$ cat src/rtl/matmul_pkg.sv
// Shared types and default sizing for the matrix_loader / matrix_multiplier pair.
// Both blocks take their default N and DATA_WIDTH from here so they cannot drift apart.
package matmul_pkg;

  localparam int DEFAULT_N          = 4;
  localparam int DEFAULT_DATA_WIDTH = 8;

  typedef enum logic [1:0] {
    LOAD_A    = 2'd0,
    LOAD_B    = 2'd1,
    START     = 2'd2,
    WAIT_DONE = 2'd3
  } loader_state_t;

endpackage

$ cat src/rtl/mat_index_counter.sv
// Row-major (row, col) walker over an N x N matrix, shared by both load phases.
// wrap flags the last element (N-1, N-1); the following inc returns to (0, 0).
module mat_index_counter #(
  parameter int N = 4
) (
  input  logic                 clk,
  input  logic                 reset_n,
  input  logic                 inc,
  input  logic                 clr,
  output logic [$clog2(N)-1:0] row,
  output logic [$clog2(N)-1:0] col,
  output logic                 wrap
);

  localparam int IDX_W = $clog2(N);
  localparam logic [IDX_W-1:0] LAST_IDX = IDX_W'(N - 1);

  logic row_last;
  logic col_last;

  assign row_last = (row == LAST_IDX);
  assign col_last = (col == LAST_IDX);
  assign wrap     = row_last && col_last;

  // NOTE: sequential state uses non-blocking assignments so every register
  // samples pre-edge values, independent of process evaluation order.
  always_ff @(posedge clk or negedge reset_n) begin
    if (!reset_n) begin
      row <= '0;
      col <= '0;
    end else if (clr) begin
      row <= '0;
      col <= '0;
    end else if (inc) begin
      if (col_last) begin
        col <= '0;
        row <= row_last ? '0 : row + 1'b1;
      end else begin
        col <= col + 1'b1;
      end
    end
  end

endmodule

$ cat src/rtl/matrix_loader.sv
// Assembles operand matrices A then B from a valid/ready element stream, hands
// them to matrix_multiplier with a start pulse and holds them until mm_done.
module matrix_loader
  import matmul_pkg::*;
#(
  parameter int N          = DEFAULT_N,
  parameter int DATA_WIDTH = DEFAULT_DATA_WIDTH
) (
  input  logic                                 clk,
  input  logic                                 reset_n,
  input  logic [DATA_WIDTH-1:0]                in_data,
  input  logic                                 in_valid,
  input  logic                                 in_last,
  output logic                                 in_ready,
  input  logic                                 abort,
  input  logic                                 mm_done,
  output logic [N-1:0][N-1:0][DATA_WIDTH-1:0]  A,
  output logic [N-1:0][N-1:0][DATA_WIDTH-1:0]  B,
  output logic                                 start,
  output logic                                 busy,
  output logic                                 frame_err,
  output logic [15:0]                          frame_count
);

  localparam int IDX_W = $clog2(N);

  loader_state_t    state_q, state_d;
  logic [IDX_W-1:0] row, col;
  logic             wrap;
  logic             cnt_inc, cnt_clr;
  logic             err_d;
  logic             frame_done;
  logic             loading;
  logic             accept;
  logic             wr_a, wr_b;

  mat_index_counter #(.N(N)) u_index (
    .clk     (clk),
    .reset_n (reset_n),
    .inc     (cnt_inc),
    .clr     (cnt_clr),
    .row     (row),
    .col     (col),
    .wrap    (wrap)
  );

  assign loading = (state_q == LOAD_A) || (state_q == LOAD_B);
  assign accept  = in_valid && in_ready;
  // abort wins over a coincident beat, so that beat is never written
  assign wr_a    = accept && !abort && (state_q == LOAD_A);
  assign wr_b    = accept && !abort && (state_q == LOAD_B);

  always_ff @(posedge clk or negedge reset_n) begin
    if (!reset_n) state_q <= LOAD_A;
    else          state_q <= state_d;
  end

  // NOTE: every signal driven here gets a default first, so no path through
  // the case statement can leave one unassigned and infer a latch.
  always_comb begin
    state_d    = state_q;
    cnt_inc    = 1'b0;
    cnt_clr    = 1'b0;
    err_d      = 1'b0;
    frame_done = 1'b0;
    unique case (state_q)
      LOAD_A, LOAD_B: begin
        if (abort) begin
          state_d = LOAD_A;
          cnt_clr = 1'b1;
        end else if (accept) begin
          cnt_inc = 1'b1;
          if ((state_q == LOAD_B) && wrap) begin
            // final B element: hand off even if in_last was missing
            state_d = START;
            err_d   = !in_last;
          end else if (in_last) begin
            state_d = LOAD_A;
            cnt_clr = 1'b1;
            err_d   = 1'b1;
          end else if (wrap) begin
            state_d = LOAD_B;
          end
        end
      end
      START: state_d = WAIT_DONE;
      WAIT_DONE: begin
        if (mm_done) begin
          state_d    = LOAD_A;
          frame_done = 1'b1;
        end
      end
      default: state_d = LOAD_A;
    endcase
  end

  // in_ready is held low for as long as reset is asserted
  always_comb begin
    in_ready = reset_n && loading;
    start    = (state_q == START);
    busy     = (state_q == START) || (state_q == WAIT_DONE);
  end

  // NOTE: the operand arrays are reset because the multiplier-facing outputs
  // must read zero out of reset; pure storage would normally skip the reset.
  always_ff @(posedge clk or negedge reset_n) begin
    if (!reset_n) begin
      A <= '0;
      B <= '0;
    end else begin
      if (wr_a) A[row][col] <= in_data;
      if (wr_b) B[row][col] <= in_data;
    end
  end

  always_ff @(posedge clk or negedge reset_n) begin
    if (!reset_n) begin
      frame_err   <= 1'b0;
      frame_count <= '0;
    end else begin
      frame_err <= err_d;
      if (frame_done) frame_count <= frame_count + 16'd1;
    end
  end

endmodule

$ cat config.mk
export PLATFORM = sky130hd
export DESIGN_NAME = matrix_loader
export DESIGN_NICKNAME = d
export VERILOG_FILES = /design/src/rtl/matmul_pkg.sv /design/src/rtl/mat_index_counter.sv /design/src/rtl/matrix_loader.sv
export SDC_FILE = /design/constraint.sdc
export NUM_CORES = 1
export LEC_CHECK = 0
export BUFFER_PORTS_ARGS = -buffer_cell sky130_fd_sc_hd__buf_4
export CORE_ASPECT_RATIO = 2
export CORE_MARGIN = 2
export CORE_UTILIZATION = 35
export DETAILED_ROUTE_END_ITERATION = 10
export GPL_TIMING_DRIVEN = 0
export PLACE_DENSITY_LB_ADDON = 0.1
export REMOVE_ABC_BUFFERS = 1
export SETUP_SLACK_MARGIN = 0.4
export SLEW_MARGIN = 0
export SYNTH_ARGS = -nofsm -noshare
export SYNTH_HDL_FRONTEND = slang
export SYNTH_SLANG_ARGS = --single-unit
$ cat constraint.sdc
create_clock -name clk -period 2.31 [get_ports clk]
set_clock_uncertainty 0.15 [all_clocks]
set_input_delay 0.462 -clock clk [delete_from_list [all_inputs] [get_ports clk]]
set_output_delay 0.462 -clock clk [all_outputs]
set_load 0.02 [all_outputs]
==> summary.txt, run 1 <==
Power
  – Clock share of power: 42.4%
  – Cell-internal power: 8310 uW
  – Final Total Pwr: 11000 uW
  – Psw: 2690 uW
  – Flop pwr share: 46.9%
  – Worst IR Drop VDD: 0.652 mV
  – Comb power frac: 10.7%
  – Leakage: 0.00829 uW
  – Net Sw Frac: 24.4%
  – Pwr dens: 685 mW/mm2

Synthesis
  – FF+latch count, synth: 279
  – Largest cells by area after synthesis: dfrtp_1 (64%), mux2_2 (26%), ha_1 (1.3%), xnor2_1 (0.88%), clkbuf_1 (0.86%)
  – Synth unique cells: 36
  – Share of the synthesized area in the top cell type: 63.8%
  – Seq/Total Area, Yosys: 63.8%
  – Number of synthesized flops with an enable pin: 0
  – Async SR Flop Fraction: 100%
  – YS warnings: 0
  – Average instance area after synthesis: 15.4 um2
  – Area leader, netlist: dfrtp_1
  – Top_reg_cell synth: dfrtp_1
  – Netlist Area Pre-Place: 0.0109 mm2
  – Synth Instances: 709

Route
  – 1st-pass router iterations: 4
  – Vias/cell: 4.83
  – Via count: 7183
  – 1st-iter DRT viols: 193
  – Routed Antenna Nets: 0
  – WL per Instance: 23.1 um
  – Drt drc: 0
  – Total Routed Length: 34.4 mm

Floorplan
  – Starting density of the core: 35.5%
  – Die H: 254 um
  – Core ar.: 0.0309 mm2
  – Total die area: 0.0328 mm2
  – Die width: 129 um
  – Rows: 91
  – # IOs: 290

Worst setup path
  – Crit path kind: reg -> reg
  – Reg2Reg Depth: 5
  – CP endpoint kind: register
  – Arr. time, crit path: 2.38 ns
  – Register-to-Register Setup Slack: 0.19 ns
  – CP peak stage delay: 0.63 ns
  – Setup crit start: state_q[1]
  – Critical path launch point type: register
  – Critical path, cell by cell: or4b_4, buf_12, nor2_4, buf_12, mux2_2
  – Worst r2r dst: A[18]
  – RR Startpoint: state_q[1]
  – Worst endpoint required time: 2.57 ns
  – Crit-path max FO: 8
  – Slowest cell on the critical path: or4b_4
  – Most used cell, CP: buf_12

Timing
  – Final worst path period need: 2.12 ns
  – Worst Max-Slew Pin Slew: 0.686 ns
  – Fin worst setup slack: 0.191 ns
  – Max_slew headroom: 54.1%
  – Final setup viols: 0
  – Final hold vios: 0
  – Max Transition Viols Final: 0
  – Max Freq: 0.472 GHz
  – RSZ-0062 raised after global routing: yes
  – Final Cycle Share: 91.8%

Place
  – Port bufs: 289
  – Final GP Congestion: 0.760
  – Area post-placement: 0.0136 mm2
  – Post-DP HPWL: 21.0 mm
  – Worst slack at placement: -0.668 ns

Clocking
  – Worst-Skew Late Latency: 0.53 ns
  – CTS tree: built
  – Num Clock Sinks: 279
  – CTS Root Cell: clkbuf_16
  – Num CTS Buffers: 26
  – CTS Buffer Depth: 3
  – H-tree Lvls: 1
  – Reg clk slew, reported paths: 0.07 ns

Min path
  – Hold crit path type: in -> async

Global route
  – Initial antenna violation count: 1
  – Number of global-route vias before repair: 7634
  – Pin count of the biggest net entering global routing: 66
  – Grt ovf: 0
  – Total Routing Usage GR: 20.4%
  – Global-route wire length before repair: 49.5 mm

Final layout
  – Commonest non-fill, non-tap cells in the layout: buf_4 (303), dfrtp_1 (275), mux2_2 (177)
  – Diodes inserted: 0
  – Most common cell after layout, fill and taps aside: buf_4
  – # fillers: 2686
  – Final Cell Area: 0.0161 mm2
  – Final net count: 1075
  – Share of cells above drive strength 1: 66.3%
  – Area grow syn2layout: 46.8%

Flow run
  – Max Cap Viol: 0

Outcome
  – Outcome: complete, no violations
per-stage QoR:
step | hold slack (ns) | cells | setup TNS (ns) | util, %
after floorplan | 0.0164 | 671 | 0 | -
after global placement | 0.316 | 1378 | -1351.87 | 43.6
after detailed placement | 0.277 | 1381 | -113.57 | 43.9
after CTS | 0.0800 | 1462 | 0 | 49.6
after global routing | 0.0988 | 1488 | 0 | 52.0
final | 0.105 | 1488 | 0 | 52.0
cells in the mapped netlist, types with 2 or more instances:
| library cell | number |
|---|---|
| dfrtp_1 | 279 |
| and2_1 | 6 |
| clkbuf_1 | 25 |
| buf_4 | 3 |
| nand3_2 | 3 |
| nand3_1 | 14 |
| nor2_2 | 5 |
| xnor2_1 | 11 |
| mux2_2 | 251 |
| nor2_1 | 19 |
| xor2_1 | 4 |
| nand2_1 | 15 |
| nand4_1 | 4 |
| buf_2 | 9 |
| nand4bb_1 | 2 |
| a21oi_1 | 7 |
| and4_1 | 2 |
| inv_1 | 5 |
| nand2_2 | 12 |
| nor3_1 | 2 |
| ha_1 | 11 |
| mux2_1 | 6 |
power groups by stage:
stage                     logic [uW]  registers (uW)  clock network, uW
after floorplan                  190            5440                  0
after global placement           977            5250                  0
after detailed placement        1010            5250                  0
after CTS                       1140            5150               4830
after global routing            1250            5170               4990
final                           1180            5150               4670
cell families (layout without fill, tap and decap cells):
| family | after synthesis | after routing | share of synthesized area, % |
|---|---|---|---|
| AO/OA/AOI/OAI | 10 | 10 | 0.503 |
| XOR/XNOR | 15 | 15 | 1.20 |
| adder cells (fa/ha/maj) | 11 | 11 | 1.26 |
| buffers and inverters | 43 | 404 | 1.69 |
| flip-flops | 279 | 279 | 63.8 |
| multiplexers | 257 | 257 | 26.5 |
| AND/OR/NAND/NOR | 94 | 94 | 5.07 |
registers in the layout, summed over array words and instances (netlist names):
| register | flops |
|---|---|
| A | 128 |
| state_q | 2 |
| B | 128 |
| frame_err | 1 |
| u_index.col | 2 |
| frame_count | 16 |
| u_index.row | 2 |
worst max-delay path: cells and delay by family, from the launching register on:
family	cells	cell delay, ns
buffers and inverters	2	0.34
DFF	1	0.45
muxes	1	0.33
and+or+nand+nor	2	0.73
layout make-up:
| cell class | instances | area (um2) | share of cell area, % |
|---|---|---|---|
| Timing Repair Buffer | 351 | 3150 | 19.6 |
| Tap cell | 418 | 523 | 3.26 |
| Clock inverter | 14 | 180 | 1.12 |
| Multi-Input combinational cell | 387 | 4450 | 27.7 |
| Clock buffer | 34 | 752 | 4.68 |
| Sequential cell | 279 | 6990 | 43.5 |
| Inverter | 5 | 21.3 | 0.132 |
how the worst max path moves through the flow:
stage	endpoint	slack, ns	depth (start not counted)
global placement	B[123]	-3.45	4
global route	A[82]	0.16	5
detailed placement	B[67]	-0.67	6
CTS	B[48]	0.16	5
floorplan	A[112]	0.03	3
finish	A[18]	0.19	5
what timing repair did:
item | CTS | global route
endpoints found under the setup margin | 274 | 264
buffers inserted | 19 | 26
gates resized for setup | 68 | 114
cloned | 5 | 0
hold buffers | 9 | 0
hold endpoints to repair | 142 | 0
pin swaps | 9 | 21
layer usage:
layer | wire length, um | GRT usage, % | vias to the layer above
li1 | - | - | 3147
met1 | 12300 | 21.9 | 3758
met2 | 19100 | 38.7 | 216
met3 | 1680 | 4.00 | 62
met4 | 1350 | 7.86 | 0
met5 | 0 | 0 | -
(Power assumes the default switching activity.)
==> inputs of run 2 (changes only) <==
Settings changed: RECOVER_POWER from default to 25, REMOVE_ABC_BUFFERS 1 to default.
==> summary.txt, run 2 (synthesis gave the netlist of run 1 again) <==
Place
  – Cell count after placement: 1418
  – Port bufs: 289
  – Post-DP HPWL: 22.5 mm
  – Final GP Congestion: 0.744

Power
  – Flop pwr share: 48.4%
  – Pwr dens: 674 mW/mm2
  – Worst IR Drop VDD: 0.582 mV
  – Psw: 2610 uW
  – Leakage: 0.00812 uW
  – Cell-internal power: 8060 uW
  – Final Total Pwr: 10700 uW
  – Clock share of power: 41.5%
  – Comb power frac: 10.1%
  – Net Sw Frac: 24.5%

Worst setup path
  – Most used cell, CP: buf_12
  – Worst endpoint required time: 2.58 ns
  – Critical path, cell by cell: or4b_4, buf_12, nor2_8, buf_12, nand2_8, mux2_4
  – CP peak stage delay: 0.54 ns
  – Slowest cell on the critical path: or4b_4
  – Critical path launch point type: register
  – Crit-path max FO: 8
  – Arr. time, crit path: 2.34 ns
  – CP endpoint kind: register
  – Crit path kind: reg -> reg

Route
  – Total Routed Length: 32.6 mm
  – 1st-pass router iterations: 4
  – Routed Antenna Nets: 0
  – Via count: 7175
  – 1st-iter DRT viols: 224
  – Drt drc: 0
  – Vias/cell: 4.75
  – WL per Instance: 21.6 um

Timing
  – Total Negative Setup Slacks: 0 ns
  – Final Cycle Share: 89.9%
  – Max Freq: 0.482 GHz
  – Final setup viols: 0
  – Final worst path period need: 2.08 ns
  – RSZ-0062 raised after global routing: yes
  – Final hold vios: 0
  – Max Transition Viols Final: 0
  – Max_slew headroom: 41.2%
  – Worst Max-Slew Pin Slew: 0.882 ns

Floorplan
  – Core ar.: 0.0309 mm2
  – Rows: 91
  – Total die area: 0.0328 mm2
  – Die width: 129 um
  – Starting density of the core: 35.5%
  – Die H: 254 um
  – # IOs: 290

Global route
  – Global-route wire length before repair: 49.0 mm
  – Initial antenna violation count: 0
  – Grt ovf: 0
  – Total Routing Usage GR: 19.9%
  – Number of global-route vias before repair: 7506
  – Pin count of the biggest net entering global routing: 119

Clocking
  – CTS tree: built
  – Reg clk slew, reported paths: 0.07 ns
  – H-tree Lvls: 1
  – Num Clock Sinks: 279
  – CTS Buffer Depth: 3
  – Num CTS Buffers: 26
  – CTS Root Cell: clkbuf_16
  – Worst-Skew Late Latency: 0.54 ns

Final layout
  – Final core occ: 51.3%
  – Multi-input gate area in the final layout: 0.00436 mm2
  – Most common cell after layout, fill and taps aside: buf_4
  – Commonest non-fill, non-tap cells in the layout: buf_4 (307), dfrtp_1 (277), mux2_2 (204)
  – Final net count: 1100
  – Reg area: 0.00698 mm2
  – Diodes inserted: 0
  – # fillers: 2713
  – Area grow syn2layout: 44.7%
  – Non-Filler Instances: 1512
  – Share of cells above drive strength 1: 63.9%
  – Largest regs: A: 128 flops, B: 128 flops, frame_count: 16 flops

Flow run
  – Max Cap Viol: 0

Synthesis
  – Post-Syn Nets: 734

Min path
  – Hold crit path type: in -> reg

Outcome
  – Outcome: complete, no violations
[run 2: layout make-up]
class	count	share of cell area [%]
inverters	5	0.119
well taps	418	3.30
multi-input cells	387	27.5
plain buffers	38	1.68
flip-flops and latches	279	44.1
clock inverters	9	0.672
clock buffers	38	4.91
repair buffers	338	17.7
[run 2: worst max-delay path: cells and delay by family, from the launching register on]
kind,cells,cell delay (ns)
buf+inv,2,0.33
flops,1,0.40
mux,1,0.31
simple gates,3,0.74
[run 2: metrics by stage]
stage	setup WS, ns	cell area [um2]	hold slack, ns
floorplan	0.343	11000	0.0164
global placement	-3.35	13700	0.319
detailed placement	-0.992	13800	0.304
CTS	0.222	15700	0.0232
global route	0.144	15800	0.0353
finish	0.234	15800	0.0507
[run 2: path summary, 6_finish.rpt]
| kind | from | end | cells after the start | slack, ns |
|---|---|---|---|---|
| max | state_q[1] | A[32] | 6 | 0.23 |
| min | in_data[3] | A[83] | 2 | 0.05 |
| max reg2reg | state_q[1] | A[32] | 6 | 0.23 |
| min reg2reg | frame_count[15] | frame_count[15] | 1 | 0.32 |
| max in group asynchronous | reset_n | B[44] | 3 | 0.50 |
| min in group asynchronous | reset_n | B[95] | 4 | 0.60 |
[run 2: repair_timing]
item	in CTS	in global routing
cloned	3	0
gates resized for setup	104	46
hold endpoints to repair	83	0
buffers inserted	26	9
endpoints found under the setup margin	269	263
pin swaps	26	22
hold buffers	9	0
[run 2: power groups by stage]
stage	Clock (uW)	Sequential, uW	Combinational, uW
floorplan	0	5440	257
global placement	0	5250	991
detailed placement	0	5250	1020
CTS	4590	5160	1110
global route	4760	5180	1150
finish	4430	5160	1080
[run 2: layer usage]
| layer | track usage, % | vias to the layer above | wire [um] |
|---|---|---|---|
| met1 | 23.0 | 3745 | 12100 |
| met2 | 36.8 | 200 | 18000 |
| met3 | 4.06 | 34 | 1750 |
| met5 | 0 | - | 0 |
| li1 | - | 3196 | - |
| met4 | 5.75 | 0 | 749 |
